===== config.mk =====
export PLATFORM = sky130hd
export DESIGN_NAME = regfile_wb
export DESIGN_NICKNAME = d
export VERILOG_FILES = /design/src/rtl/regfile_wb.sv
export SDC_FILE = /design/constraint.sdc
export NUM_CORES = 2
export LEC_CHECK = 0
export CORE_ASPECT_RATIO = 0.6
export CORE_UTILIZATION = 35
export CTS_CLUSTER_DIAMETER = 200
export DETAILED_ROUTE_END_ITERATION = 12
export GPL_ROUTABILITY_DRIVEN = 0
export PLACE_DENSITY = 0.57
export REMOVE_ABC_BUFFERS = 1
export SYNTH_ARGS = -nofsm -noshare
export SYNTH_HDL_FRONTEND = slang
export SYNTH_SLANG_ARGS = --single-unit
export TNS_END_PERCENT = 50

===== constraint.sdc =====
create_clock -name clk -period 2.5 [get_ports clk]
set_input_delay 0.25 -clock clk [delete_from_list [all_inputs] [get_ports clk]]
set_output_delay 0.25 -clock clk [all_outputs]
set_load 0.1 [all_outputs]

===== src/rtl/regfile_wb.sv =====
// RV32I integer register file with a one-entry registered write-back slot.
// Reads forward from the pending slot, never from the live wb_data input.
module regfile_wb #(
  parameter int XLEN = 32,
  parameter int NREG = 32,
  parameter int AW   = 5
) (
  input  logic            clk,
  input  logic            rst_n,
  input  logic [AW-1:0]   rs1_addr,
  input  logic [AW-1:0]   rs2_addr,
  output logic [XLEN-1:0] rs1_data,
  output logic [XLEN-1:0] rs2_data,
  input  logic            wb_en,
  input  logic [AW-1:0]   wb_rd,
  input  logic [XLEN-1:0] wb_data,
  output logic            pend_valid,
  input  logic [AW-1:0]   dbg_addr,
  output logic [XLEN-1:0] dbg_data,
  output logic [31:0]     commit_cnt
);

  logic [XLEN-1:0] mem_q [NREG];
  logic [XLEN-1:0] mem_d [NREG];

  logic            pend_valid_q, pend_valid_d;
  logic [AW-1:0]   pend_rd_q, pend_rd_d;
  logic [XLEN-1:0] pend_data_q, pend_data_d;
  logic [31:0]     commit_cnt_q, commit_cnt_d;

  logic            cap;

  // Architectural value: x0, then pending slot, then array.
  function automatic logic [XLEN-1:0] arch_rd(
    input logic [AW-1:0] a
  );
    logic [XLEN-1:0] v;
    v = mem_q[a];
    if (a == '0) begin
      v = '0;
    end else if (pend_valid_q && a == pend_rd_q) begin
      v = pend_data_q;
    end
    return v;
  endfunction

  assign cap = wb_en && (wb_rd != '0);

  // Capture the incoming write into the slot; x0 writes are dropped.
  always_comb begin
    pend_valid_d = cap;
    pend_rd_d    = pend_rd_q;
    pend_data_d  = pend_data_q;
    if (cap) begin
      pend_rd_d   = wb_rd;
      pend_data_d = wb_data;
    end
  end

  // Commit the previously pending write into the array.
  always_comb begin
    mem_d        = mem_q;
    commit_cnt_d = commit_cnt_q;
    if (pend_valid_q && pend_rd_q != '0) begin
      mem_d[pend_rd_q] = pend_data_q;
    end
    if (pend_valid_q) begin
      commit_cnt_d = commit_cnt_q + 32'd1;
    end
  end

  // Pending slot and commit counter state.
  always_ff @(posedge clk or negedge rst_n) begin
    if (!rst_n) begin
      pend_valid_q <= 1'b0;
      pend_rd_q    <= '0;
      pend_data_q  <= '0;
      commit_cnt_q <= '0;
    end else begin
      pend_valid_q <= pend_valid_d;
      pend_rd_q    <= pend_rd_d;
      pend_data_q  <= pend_data_d;
      commit_cnt_q <= commit_cnt_d;
    end
  end

  // Register array state.
  always_ff @(posedge clk or negedge rst_n) begin
    if (!rst_n) begin
      for (int i = 0; i < NREG; i++) begin
        mem_q[i] <= '0;
      end
    end else begin
      mem_q <= mem_d;
    end
  end

  // Read ports all share the same forwarding priority.
  always_comb begin
    rs1_data = arch_rd(rs1_addr);
    rs2_data = arch_rd(rs2_addr);
    dbg_data = arch_rd(dbg_addr);
  end

  assign pend_valid = pend_valid_q;
  assign commit_cnt = commit_cnt_q;

endmodule


Yosys cells after proc, flatten, opt, wreduce, memory -nomap -nowiden
Cells that the tools add are included.
- bitwise operators: 4
- reductions and logical operators: 11
- multiplexer cells: 18
- magnitude comparators: 5
- equal/unequal tests: 3
- add/sub/neg operators: 1
- operator list (kind ; number):
    $bwmux 1024 ; 1
    $bmux 32 s5 ; 3
    $mux 32 ; 13
    $demux 32 s5 ; 1
    $add 32x1->32 const B ; 1
    $ge 6x6->1 const B ; 4
    $not 5->6 ; 4
    $eq 5x5->1 ; 3
    $logic_not 5->1 ; 3
    $reduce_bool 5->1 ; 2
    $logic_and 1x1->1 ; 6
    $lt 6x1->1 const B ; 1
- output and inout bits: 129
- bits in registers: 1094
- input port bits: 55
- logic and storage cells: 78

Depth between registers and ports, before layout
- depth after elaboration: 6
- mapped depth: 11
- depth with buffers taken out: 7

Worst setup path after synthesis
No wires, ideal clock.
- path type: register -> output
- start point: reg pend_valid_q (netlist: pend_valid)
- end point: out dbg_data[24]
- arrival: 4.020 ns
- setup slack: -1.770 ns
- buffers on the path: 2
- cell stages (with the launch flop): 6
- required time: 2.250 ns
- cells stage by stage: dfrtp_1 > buf_2 > and3_1 > or3_1 > clkbuf_2 > o311ai_1
- longest elaborated chain between the ends: 3
- ends and longest elaborated chain (item ; RTL line ; source):
    from (decl) ; 26 ; logic pend_valid_q, pend_valid_d;
    from (signal assigned) ; 80 ; pend_valid_q <= pend_valid_d;
    $logic_and 1x1->1 ; 41 ; end else if (pend_valid_q && a == pend_rd_q) begin
    $mux 32 ; 41 ;
    $mux 32 ; 39 ; if (a == '0) begin
    to (decl) ; 19 ; output logic [XLEN-1:0] dbg_data,
No other way between the ends.

Worst setup path after layout
- start point: reg pend_rd_q[2]
- end point: out rs2_data[27]
- longest elaborated chain between the ends: 4
- ends and longest elaborated chain (item ; RTL line ; source):
    from (decl) ; 27 ; logic [AW-1:0] pend_rd_q, pend_rd_d;
    from (signal assigned) ; 81 ; pend_rd_q <= pend_rd_d;
    $eq 5x5->1 ; 41 ;
    $logic_and 1x1->1 ; 41 ;
    $mux 32 ; 41 ;
    $mux 32 ; 39 ;
    to (decl) ; 13 ; output logic [XLEN-1:0] rs2_data,
No other way between the ends.

==> metrics.md <==
| Metric | Value |
|---|---|
| Status | `finished, violations left` |
| Failing checks | `setup timing` |
| WL per Instance | `35.84 um` |
| Max_slew headroom | `39.73%` |
| Yosys top cell by area | `dfrtp_1` |
| Hold path depth | `3` |
| Worst path cell trace | `buf_6 -> xor2_1 -> nor4_4 -> and3_4 -> nor3_4 -> buf_6 -> a21boi_1 -> a311o_1 -> buf_6 -> buf_12` |
| First-pass GRT wire length | `409000 um` |
| Clock Skew | `0.02877 ns` |
| Vias | `52920` |
| Final WS setup | `-0.8347 ns` |
| Largest net degree at the start of global routing | `85` |
| RSZ-0062 raised after global routing | `true` |
| Asr flop ratio synth | `100.0%` |
| CTS tree | `yes` |
| Placed instance area | `0.07873 sq mm` |
| CTS Buf Count | `109` |
| Main flop type after synthesis | `dfrtp_1` |
| Worst VDD drop | `around 620 uV` |
| Yosys reg bits | `1094` |
| Worst-Margin Slew | `0.9040 ns` |
| Final Hold Fails | `0` |
| Worst skew pair latency | `approximately 0.74 ns` |
| Vias in the first global route | `~52000` |
| # IOs | `approximately 180` |
| # rows | `124` |
| Antenna Violating Nets Remaining | `0` |
| Startpoint Class | `flip-flop` |
| Detailed router's first-iteration violation count | `~6800` |
| Fillers | `16980` |
| Die extent in x | `roughly 570 um` |
| FF-to-FF Start | `pend_rd_q[1]` |
| Initial antenna violation count | `14` |
| Max incr delay on CP | `between 0.4 and 0.5 ns` |
| Total GRT Usage | `29.49%` |
| Period utilization | `133.4%` |
| Mapped cell area | `0.06720 sq mm` |
| Mean post-synth cell area | `13.63 sq um` |
| Crit path max fanout | `10` |
| CP most frequent cell | `buf_6` |
| Static Leak | `0.03701 uW` |
| Remaining DRCs | `0` |
| Min-delay worst type | `in -> reg` |
| Vias/cell | `6.511` |
| H-tree depth | `3` |
| Slowest CP cell | `dfrtp_2` |
| Drt pass-1 iters | `5` |
| Share of the synthesized area in the top cell type | `40.74%` |
| Reg-to-reg endpoint | `mem_q[226]` |
| Final setup fails | `96` |
| Die Height | `roughly 340 um` |
| R2R cell count | `6` |
| Sequential fraction of the synthesis area | `40.74%` |
| Area contributors post-synth | `dfrtp_1 41%, mux4_2 20%, mux2_2 18%, mux2i_1 5.7%, clkbuf_1 1.3%` |
| Root Buffer | `clkbuf_16` |
| Max_cap viols | `0` |
| Port Buffers | `183` |
| Minimum clock period | `3.335 ns` |
| Crit path DAT | `~3.1 ns` |
| Hold Path End | `pend_data_q[13]` |
| Final Cell Area | `between 0.08 and 0.09 sq mm` |
| Total congestion overflow | `0` |
| Syn. warnings | `0` |
| Max Clk Rate | `between 0.2 and 0.3 GHz` |
| Area Overhead vs Synth | `26.17%` |
| Count leader, synth | `dfrtp_1` |
| Crit Path Class | `reg -> out` |
| Setup crit end kind | `primary output` |
| Post-synth EDFFs | `0` |
| Hold_ws | `0.04512 ns` |
| Hold Crit Start | `wb_data[13]` |
| Distinct cells, synth | `78` |
| Power Dens Cells | `801.5 mW/mm^2` |
| Post-Route WL | `291300 um` |
| Worst-path clk slew | `0.07 ns` |
| Core Util, Final | `44.50%` |
| Core Box Area | `0.1905 sq mm` |
| Synth top cells by count | `1094 x dfrtp_1, 1048 x mux2_2, 588 x mux4_2, 383 x mux2i_1, 237 x clkbuf_1` |
| CTS Sinks | `1094` |
| Post-layout nets | `5567` |
| Initial cell density of the core | `approximately a third` |
| Slew Viols, Final | `0` |
| Worst Path Required | `2.25 ns` |
| FF-to-FF setup slack | `0.03 ns` |
| Clock buffer depth | `3` |
| Layout cells sized above 1 | `54.10%` |
| Die area | `approximately 0.19 sq mm` |
| Final HPWL DP | `199600 um` |
| Post-Syn Instances | `roughly 4900` |
-- registers in the layout (all words and copies together) (netlist names) --
name	count
pend_data_q	32
mem_q	1024
commit_cnt	32
pend_rd_q	5
pend_valid	1
-- where the power goes --
part	switching, uW	total, uW	leakage [uW]	internal, uW
combinational	10800	22900	0.0208	12100
clock	7840	18300	0.00188	10400
sequential	4760	26800	0.0144	22000
-- worst max-delay path: cells and delay by family, from the launching register on --
kind,cells,cell delay [ns]
AND/OR/NAND/NOR,3,0.65
buffers and inverters,4,0.63
flip-flops,1,0.46
AO/OA/AOI/OAI,2,0.43
XOR/XNOR,1,0.19
-- placed cells by master, fill, tap and decap left out, types with 38 or more instances in the layout --
| cell | netlist | final |
|---|---|---|
| a221o_1 | 45 | 43 |
| clkbuf_16 | 0 | 116 |
| buf_6 | 55 | 39 |
| mux2i_1 | 383 | 383 |
| a22oi_1 | 61 | 60 |
| nor2_1 | 112 | 75 |
| mux2_2 | 1048 | 1048 |
| a221oi_1 | 58 | 55 |
| mux4_2 | 588 | 588 |
| o22ai_1 | 110 | 110 |
| nor3_1 | 82 | 48 |
| buf_12 | 10 | 312 |
| nand2_1 | 206 | 176 |
| buf_4 | 51 | 601 |
| o21ai_0 | 92 | 61 |
| dfrtp_1 | 1094 | 1090 |
| a21oi_1 | 105 | 85 |
| clkdlybuf4s50_1 | 0 | 38 |
-- cell type report --
| class | count | area (sq um) | share of cell area, % |
|---|---|---|---|
| clock buffer | 151 | 3229 | 3.809 |
| clock inverter | 42 | 603.1 | 0.7113 |
| inverter | 7 | 28.78 | 0.03394 |
| timing repair buffer | 1020 | 12140 | 14.32 |
| multi-input combinational | 3279 | 38220 | 45.07 |
| antenna | 14 | 35.03 | 0.04132 |
| tap | 2520 | 3153 | 3.719 |
| sequential | 1094 | 27380 | 32.29 |
-- layer usage --
metal | up-vias | track usage (%) | wire length [um]
met5 | - | 0.4357 | 161
met3 | 618 | 13.25 | 44560
li1 | 20490 | - | -
met4 | 9 | 9.124 | 9611
met1 | 28090 | 41.45 | 118900
met2 | 3716 | 40.13 | 118100
-- cells by family after synthesis --
group / synth area share (%)
compound gates: 6.647
simple gates: 4.053
xor+xnor: 0.5995
buf+inv: 4.618
mux: 43.33
flops: 40.74
fa+ha+maj: 0.01862
-- through the flow --
stage          setup slack, ns  power, uW  setup TNS, ns  instances
2_1_floorplan           -1.932      39560        -795.24       4380
3_3_place_gp           -0.7488      48270         -37.80       7883
3_5_place_dp           -0.7089      48900         -38.15       7883
4_1_cts                -0.8357      67490         -65.59       8099
5_1_grt                -0.9026      70430         -76.17       8113
6_report               -0.8347      67960         -68.22       8127
-- worst max path at each step --
stage | start | end | slack [ns] | cells after the start
2_1_floorplan | pend_valid | dbg_data[24] | -1.93 | 3
3_3_place_gp | rs1_addr[2] | rs1_data[17] | -0.75 | 10
3_5_place_dp | rs1_addr[2] | rs1_data[17] | -0.71 | 10
4_1_cts | pend_rd_q[4] | rs2_data[27] | -0.84 | 12
5_1_grt | pend_rd_q[2] | rs2_data[27] | -0.90 | 10
6_report | pend_rd_q[2] | rs2_data[27] | -0.83 | 10
-- what timing repair did --
item | CTS | global route
setup endpoints to repair | 188 | 102
buffers inserted | 30 | 19
pin swaps | 75 | 46
gates resized for setup | 276 | 88
endpoints found under the hold margin | 383 | 0
hold buffers | 1 | 0
gates cloned | 7 | 3
Note: power is estimated with default switching activity, not from simulation.
